==> config.mk <==
export PLATFORM = sky130hd
export DESIGN_NAME = mealy_stim_gen
export DESIGN_NICKNAME = d
export VERILOG_FILES = /design/src/rtl/mealy_stim_gen.sv
export SDC_FILE = /design/constraint.sdc
export NUM_CORES = 1
export LEC_CHECK = 0
export ABC_AREA = 1
export BUFFER_PORTS_ARGS = -buffer_cell sky130_fd_sc_hd__buf_2
export CAP_MARGIN = 20
export CORE_UTILIZATION = 59
export CTS_CLUSTER_SIZE = 16
export DETAILED_ROUTE_END_ITERATION = 10
export HOLD_SLACK_MARGIN = 0.02
export PLACE_DENSITY = 0.8
export SLEW_MARGIN = 20
export SYNTH_ARGS = -nofsm -noshare
export SYNTH_HDL_FRONTEND = slang
export SYNTH_SLANG_ARGS = --single-unit
==> constraint.sdc <==
create_clock -name clock -period 2.19 [get_ports clock]
set_clock_uncertainty 0.2 [all_clocks]
set_input_delay 0.1095 -clock clock [delete_from_list [all_inputs] [get_ports clock]]
set_output_delay 0.1095 -clock clock [all_outputs]
set_load 0.01 [all_outputs]
==> src/rtl/mealy_stim_gen.sv <==
// Serial pattern transmitter: shifts a captured pattern out MSB-first on x,
// repeating it rpt+1 times back to back, then pulses done.
module mealy_stim_gen #(
    parameter int unsigned WIDTH = 16,
    parameter int unsigned LEN_W = 5,
    parameter int unsigned RPT_W = 4
) (
    input  logic             clock,
    input  logic             reset,
    input  logic             load,
    input  logic [WIDTH-1:0] data,
    input  logic [LEN_W-1:0] len,
    input  logic [RPT_W-1:0] rpt,
    output logic             ready,
    output logic             x,
    output logic             x_valid,
    output logic             done,
    output logic [LEN_W-1:0] bit_cnt
);

    localparam logic [LEN_W-1:0] WIDTH_L = LEN_W'(WIDTH);

    typedef enum logic {
        IDLE,
        SEND
    } state_t;

    state_t           state_q, state_d;
    logic [WIDTH-1:0] pat_q, pat_d;
    logic [WIDTH-1:0] shreg_q, shreg_d;
    logic [LEN_W-1:0] len_q, len_d;
    logic [RPT_W-1:0] pass_q, pass_d;
    logic [LEN_W-1:0] bit_cnt_d;
    logic             x_d, x_valid_d, done_d;
    logic [LEN_W-1:0] len_eff;
    logic [LEN_W-1:0] shamt;
    logic [WIDTH-1:0] aligned;

    // Left-align the pattern so bit (L-1) always sits at the MSB of the shifter.
    assign len_eff = (len > WIDTH_L) ? WIDTH_L : len;
    assign shamt   = WIDTH_L - len_eff;
    assign aligned = data << shamt;

    assign ready = (state_q == IDLE);

    always_ff @(posedge clock or posedge reset) begin
        if (reset) begin
            state_q <= IDLE;
            pat_q   <= '0;
            shreg_q <= '0;
            len_q   <= '0;
            pass_q  <= '0;
            bit_cnt <= '0;
            x       <= 1'b0;
            x_valid <= 1'b0;
            done    <= 1'b0;
        end else begin
            state_q <= state_d;
            pat_q   <= pat_d;
            shreg_q <= shreg_d;
            len_q   <= len_d;
            pass_q  <= pass_d;
            bit_cnt <= bit_cnt_d;
            x       <= x_d;
            x_valid <= x_valid_d;
            done    <= done_d;
        end
    end

    always_comb begin
        state_d   = state_q;
        pat_d     = pat_q;
        shreg_d   = shreg_q;
        len_d     = len_q;
        pass_d    = pass_q;
        bit_cnt_d = '0;
        x_d       = 1'b0;
        x_valid_d = 1'b0;
        done_d    = 1'b0;

        case (state_q)
            IDLE: begin
                if (load && (len != '0)) begin
                    state_d   = SEND;
                    pat_d     = aligned;
                    shreg_d   = aligned << 1;
                    len_d     = len_eff;
                    pass_d    = rpt;
                    bit_cnt_d = len_eff - LEN_W'(1);
                    x_d       = aligned[WIDTH-1];
                    x_valid_d = 1'b1;
                end
            end
            SEND: begin
                x_valid_d = 1'b1;
                if (bit_cnt != '0) begin
                    bit_cnt_d = bit_cnt - LEN_W'(1);
                    x_d       = shreg_q[WIDTH-1];
                    shreg_d   = shreg_q << 1;
                end else if (pass_q != '0) begin
                    // Next pass restarts from the captured pattern with no gap.
                    pass_d    = pass_q - RPT_W'(1);
                    bit_cnt_d = len_q - LEN_W'(1);
                    x_d       = pat_q[WIDTH-1];
                    shreg_d   = pat_q << 1;
                end else begin
                    state_d   = IDLE;
                    x_valid_d = 1'b0;
                    done_d    = 1'b1;
                end
            end
            default: state_d = IDLE;
        endcase
    end

endmodule

==> summary.md, run 1 <==
| Metric | Value |
|---|---|
| DP Area | 3550 µm² |
| # H-tree levels | 2 |
| PortBufs | 36 |
| Fin crit share | 92.8% |
| Root buf cell | clkbuf_8 |
| Area contributors post-synth | dfrtp_1 37%, nand2_1 15%, nand3_1 14%, inv_1 4.6%, nor2_1 3.8% |
| CTS tree | built |
| Slew margin rel. | 73.8% |
| Setup violators final | 0 |
| Vias in the first global route | 3078 |
| Routed length per instance | 13.9 µm |
| Leakage | 1.96 nW |
| CP Class | reg2reg |
| Routability cong. | 0.889 |
| Max_cap viols | 0 |
| Reg-to-Reg Start | bit_cnt[0] |
| Largest net degree at the start of global routing | 23 |
| Clock latency on the worst-skew pair | 310 ps |
| Synth area leader | dfrtp_1 |
| Initial Util | 62.5% |
| Worst path cell trace | inv_1 > ha_1 > nand3_2 > nor2_2 > inv_2 > o21ai_4 > o21ai_0 > a22o_1 |
| PD cells | 487 nW/µm² |
| Final Slew Violations | 0 |
| Crit path DAT | 2040 ps |
| Setup ws final | 159 ps |
| Final instance area | 3740 µm² |
| Slowest CP cell | dfrtp_1 |
| Gr ovfl total | 0 |
| P&R area growth vs syn | 14.9% |
| Buf+Inv Stages, Crit Path | 2 |
| Setup WS pre-CTS | 105 ps |
| All-Layer GR Usage | 30.0% |
| Starting DRT DRC Count | 190 |
| Status | finished, final reports clean |
| Crit. End Element | flip-flop |
| Vias per std cell | 5.55 |
| EDFF count, synth | 0 |
| CP max FO | 8 |
| VDD IR max | 0.315 mV |
| Ys flop type | dfrtp_1 |
| Met1 WL | 3650 µm |
| Worst Hold Class | in2reg |
| Yosys warns | 0 |
| Worst Path Required | 2200 ps |
| HP Start | len[1] |
| Yosys top cell area share | 36.9% |
| Clock slew at the register clock pins of the worst setup and hold paths | 100 ps |
| Ant diodes | 0 |
| Min cycle time layout | 2030 ps |
| Post-Route WL | 8170 µm |
| Chip Height | 76.3 µm |
| Die Wd | 76.3 µm |
| Yosys cell types | 34 |
| First-pass GRT wire length | 14200 µm |
| Tot Pwr | 1.82 mW |
| Met2 WL | 3920 µm |
| Row count | 26 |
| Post-synth ARST share | 100% |
| RSZ-0062 raised after global routing | no |
| Fmax | 492 MHz |
| TritonCTS Buffers | 5 |
| Yosys reg bits | 48 |
| Synth top cells by count | 128 x nand2_1, 92 x nand3_1, 48 x dfrtp_1 |
| Metal3 WL | 471 µm |
| Drt pass-1 iters | 4 |
| Mean cell area of the mapped netlist | 6.98 µm² |
| Highest metal used | met4 |
| Worst setup path startpoint | bit_cnt[0] |
| Syn Nets | 498 |
| Post-CTS Setup Bufs | 0 |
| Die area | 5820 µm² |
| Crit-path max cell delay | 410 ps |
| Routed via count | 3268 |
| Critical path startpoint category | flip-flop |
| Delay-heaviest family, CP | compound AO/OA/AOI/OAI gates |
| Cells after synthesis | 466 |
| Total Nets Final | 550 |
| DRC | 0 |
| Layout cell share with drive strength beyond 1 | 18.3% |
| Clk buf depth | 2 |
| Final ANT Viol Nets | 0 |
| Fin Setup TNS | 0 ps |
| Core area | 5200 µm² |
| Clk sinks | 48 |
| Final hold violation count | 0 |
| I/O pins | 37 |
| Initial antenna violation count | 0 |
| Top-count cell post-synth | nand2_1 |
| Register area share after synthesis | 36.9% |
| Slew @ Worst Pin | 393 ps |
| Cell area after synthesis | 3250 µm² |
| DP HPWL | 6000 µm |
power breakdown:
group	internal, mW	switching [mW]
Combinational	0.128	0.242
Clock	0.259	0.308
Sequential	0.885	0
path summary, 6_finish.rpt:
path / to / slack (ps) / cells past startpoint
setup / recovery: pass_q[2] / 160 / 8
min in group asynchronous: shreg_q[3] / 120 / 3
hold / removal: bit_cnt[1] / 70 / 4
setup reg to reg: pass_q[2] / 160 / 8
max in group asynchronous: bit_cnt[0] / 1090 / 4
hold reg to reg: pat_q[8] / 290 / 2
stage by stage:
stage,utilization [%],instances,hold WS [ps]
detailed placement,68.3,572,-85.9
finish,71.9,589,66.2
CTS,71.9,589,53.1
global route,71.9,589,79.4
floorplan,-,466,64.1
global placement,68.3,572,-83.4
layer usage:
layer	global-route usage (%)	vias up
met5	0	-
li1	-	1626
met3	4.55	11
met2	50.5	86
met1	40.4	1545
met4	7.88	0
state kept, by name, summed over array words and instances, names as in the netlist:
register and cells:
pass_q 4, bit_cnt 5, pat_q 16, shreg_q 15
state_q 1, len_q 5, x 1, done 1
cells by family (layout without fill, tap and decap cells):
group / Yosys count / count (layout) / synth area share, %
DFF: 48 / 48 / 36.9
AOI/OAI and AO/OA: 73 / 73 / 13.9
adders and majority gates: 4 / 4 / 1.54
xor gates and xnor gates: 6 / 6 / 2.19
buffers and inverters: 69 / 122 / 9.65
and+or+nand+nor: 266 / 266 / 35.8
area by class of cell:
| class | instances | area [µm²] |
|---|---|---|
| Multi-Input combinational cell | 349 | 1740 |
| Sequential cell | 48 | 1200 |
| Timing Repair Buffer | 68 | 443 |
| Tap cell | 70 | 87.6 |
| Inverter | 46 | 173 |
| Clock buffer | 6 | 82.6 |
| Clock inverter | 2 | 13.8 |
| Fill cell | 454 | 1470 |
worst min-delay path, stage by stage:
cell     delay, ps
buf_2          110
nand3_1         80
nand2_1        130
o21ai_0         90
placed cells by master (no fill, tap or decap), types with 2 or more instances in the layout:
cell type,n
a21oi_2,4
a21oi_1,21
nand3_1,92
buf_2,36
inv_1,39
o22ai_1,6
o21ai_4,3
buf_4,23
dfrtp_1,48
a21boi_0,3
nand2_2,4
nand2_1,128
dlygate4sd3_1,9
ha_1,4
inv_2,6
xor2_1,4
o21ai_1,2
nor2_4,2
clkbuf_8,6
a31oi_1,5
o21ai_0,23
o211ai_1,2
nor2_1,33
nor2_2,5
timing repair:
| item | CTS | global route |
|---|---|---|
| endpoints found under the hold margin | 56 | 0 |
| gates resized for setup | 0 | 0 |
| hold buffers | 9 | 0 |
(Power assumes the default switching activity.)
==> inputs of run 2 (changes only) <==
--- a/config.mk
+++ b/config.mk
@@ -5,7 +5,6 @@
 export SDC_FILE = /design/constraint.sdc
 export NUM_CORES = 1
 export LEC_CHECK = 0
-export ABC_AREA = 1
 export BUFFER_PORTS_ARGS = -buffer_cell sky130_fd_sc_hd__buf_2
 export CAP_MARGIN = 20
 export CORE_UTILIZATION = 59
==> run 2 against run 1 <==
  * The run now ends with negative setup slack left
  * Register-to-register slack got worse by 200 ps
  * Non-clock buffer count grew 41
  * Synthesized cell count fell by 19%
  * Sequential power up 59%
  * Sequential cell count stayed put
  * Die area up 1.4%
  * Critical path depth unchanged
==> summary.md, run 2 <==
| Metric | Value |
|---|---|
| Chip Height | 76.8 µm |
| Die Wd | 76.8 µm |
| Placed Instances | 521 |
| Mux contribution to synthesized area | 12.6% |
| Clk sinks | 48 |
| Largest Register | pat_q |
| Top-count cell post-synth | nand2_1 |
| PortBufs | 36 |
| Slew margin rel. | 62.1% |
| CP Class | reg2reg |
| Initial antenna violation count | 0 |
| Leakage | 2.04 nW |
| Synth top cells by count | 51 x nand2_1, 48 x dfrtp_1, 32 x o21ai_0 |
| P&R area growth vs syn | 30.0% |
| Crit. End Element | flip-flop |
| Most frequent cells in the layout | 60 x buf_4, 50 x nand2_1, 48 x dfrtp_1 |
| Final Slew Violations | 0 |
| I/O pins | 37 |
| Layout cell share with drive strength beyond 1 | 34.1% |
| TritonCTS Buffers | 5 |
| Commonest non-fill, non-tap cell in the layout | buf_4 |
| Status | finished with violations |
| Post-Route WL | 9010 µm |
| Setup violators final | 4 |
| All-Layer GR Usage | 31.4% |
| PD cells | 905 nW/µm² |
| Vias per std cell | 6.03 |
| Routed via count | 3231 |
| RSZ-0062 raised after global routing | yes |
| Reg2Reg Depth | 8 |
| Final Core Density | 81.9% |
| Largest registers | pat_q x16, shreg_q x15 |
| DP HPWL | 6660 µm |
| CP max FO | 6 |
| WHS Path Cells | 3 |
| Core area | 5240 µm² |
| EDFF count, synth | 0 |
| Fin crit share | 102% |
| Setup ws final | -36.8 ps |
| Synth area leader | dfrtp_1 |
| Reg-to-reg endpoint | shreg_q[1] |
| Cells after synthesis | 377 |
| Worst Hold Class | in2reg |
| Synth Area in Simple Gates | 19.7% |
| Yosys warns | 0 |
| Crit path DAT | 2220 ps |
| Clk buf depth | 2 |
| Reg-to-Reg Start | bit_cnt[1] |
| Synth Area in Adders | 1.52% |
| Min cycle time layout | 2230 ps |
| Hold EP | len_q[3] |
| Total Nets Final | 498 |
| Cell area after synthesis | 3300 µm² |
| Yosys reg bits | 48 |
| Initial Util | 63.0% |
| Final instance area | 4290 µm² |
| DRC | 0 |
| DP Area | 4010 µm² |
| VDD IR max | 0.552 mV |
| Root buf cell | clkbuf_8 |
| Critical path startpoint category | flip-flop |
| Max_cap viols | 0 |
| Row count | 26 |
| Post-synth ARST share | 100% |
| Worst Path Required | 2180 ps |
| Routed length per instance | 16.8 µm |
| CTS tree | built |
| Syn Nets | 409 |
| Clock latency on the worst-skew pair | 300 ps |
| Routability cong. | 0.921 |
| Die area | 5900 µm² |
| Post-Synth XOR/XNOR Area | 2.88% |
| Ys flop type | dfrtp_1 |
| First-pass GRT wire length | 14600 µm |
| Reg-to-reg slack, setup | -40 ps |
| Layout Cells excl Fill | 536 |
| # H-tree levels | 2 |
| Area contributors post-synth | dfrtp_1 36%, mux2i_1 6.7%, nand2_1 5.8%, o21ai_0 4.9%, mux2_2 4.1% |
| Clock slew at the register clock pins of the worst setup and hold paths | 80 ps |
| Ant diodes | 0 |
| Post-synthesis compound-gate area fraction | 21.2% |
| Vias in the first global route | 3078 |
| Starting DRT DRC Count | 328 |
| Yosys cell types | 67 |
| Final hold violation count | 0 |
| Register area share after synthesis | 36.4% |
| Failing checks | negative setup slack |
| Largest register FFs | 16 |
| Fmax | 449 MHz |
| Final ANT Viol Nets | 0 |
| Largest net degree at the start of global routing | 33 |
| Yosys top cell area share | 36.4% |
| Largest family of logic cells by synthesized area | compound AO/OA/AOI/OAI gates |
| Slew @ Worst Pin | 568 ps |
| Gr ovfl total | 0 |
| Mean cell area of the mapped netlist | 8.76 µm² |
| HP Start | len[4] |
| Drt pass-1 iters | 4 |
run 2: changes by cell type in the layout (fill, tap and decap cells not counted), moves of 6 or more:
cell | before | now
nand3_1 | 92 | 10
mux2_4 | 0 | 8
mux2i_1 | 0 | 20
a21oi_1 | 21 | 15
o31ai_1 | 0 | 6
o21ai_1 | 2 | 9
nor3_1 | 0 | 8
buf_4 | 23 | 60
inv_1 | 39 | 8
a21o_1 | 0 | 6
buf_6 | 0 | 7
nand2_1 | 128 | 50
dlygate4sd3_1 | 9 | 3
run 2: cell families after synthesis:
family,after synthesis
AND/OR/NAND/NOR,133
AO/OA/AOI/OAI,105
flip-flops,48
buffers and inverters,40
multiplexers,37
XOR/XNOR,10
adder cells (fa/ha/maj),4
run 2: worst max-delay path, cell delays in order, from the launching register on:
cell	delay (ps)
dfrtp_1	380
inv_1	90
ha_4	130
or3b_4	370
or2_4	250
nor3_4	130
or2_4	210
inv_6	60
mux2_4	290
run 2: per-stage QoR:
step                      power (mW)  hold slack (ps)  TNS [ps]  setup slack, ps
final                           3.88             6.03     -71.0            -36.8
after global routing            4.16             24.2     -1200             -136
after CTS                       3.76             30.3     -43.7            -23.3
after global placement          3.14            -10.8     -4100             -293
after floorplan                 2.54             78.9     -6450             -444
after detailed placement        3.21            -9.90     -5470             -339
run 2: layout make-up:
type                            instances  area, µm²
Fill cell                             346        947
Clock inverter                          1       5.00
Multi-Input combinational cell        289       2040
Inverter                               13       61.3
Clock buffer                            6       72.6
Timing Repair Buffer                  109        825
Sequential cell                        48       1200
Tap cell                               70       87.6
run 2: per-layer routing:
metal	part of all wire [%]	vias up	wire [µm]	track usage (%)
li1	-	1538	-	-
met2	49	131	4380	52.1
met1	43	1537	3870	41.8
met5	0	-	0	0
met4	2.9	0	262	12.5
met3	5.5	25	500	3.69
run 2: worst max-delay path by stage:
stage,startpoint,to,slack (ps),cells after the start
finish,bit_cnt[1],shreg_q[1],-40,8
global route,bit_cnt[0],shreg_q[1],-140,8
CTS,bit_cnt[0],shreg_q[1],-20,8
detailed placement,len[4],shreg_q[13],-340,10
global placement,len[4],shreg_q[13],-290,10
floorplan,len[0],shreg_q[13],-440,14
run 2: where the power goes:
part           internal, mW  switching, mW
registers              1.20          0.211
clock network         0.218          0.284
logic                  1.01          0.956
run 2: repair_timing:
item                                   CTS  global route
hold buffers                             3             0
endpoints found under the hold margin   27             0
buffers inserted                         1             3
gates cloned                             0             1
setup endpoints to repair               18            24
pin swaps                                2             8
resized for setup                        9            30
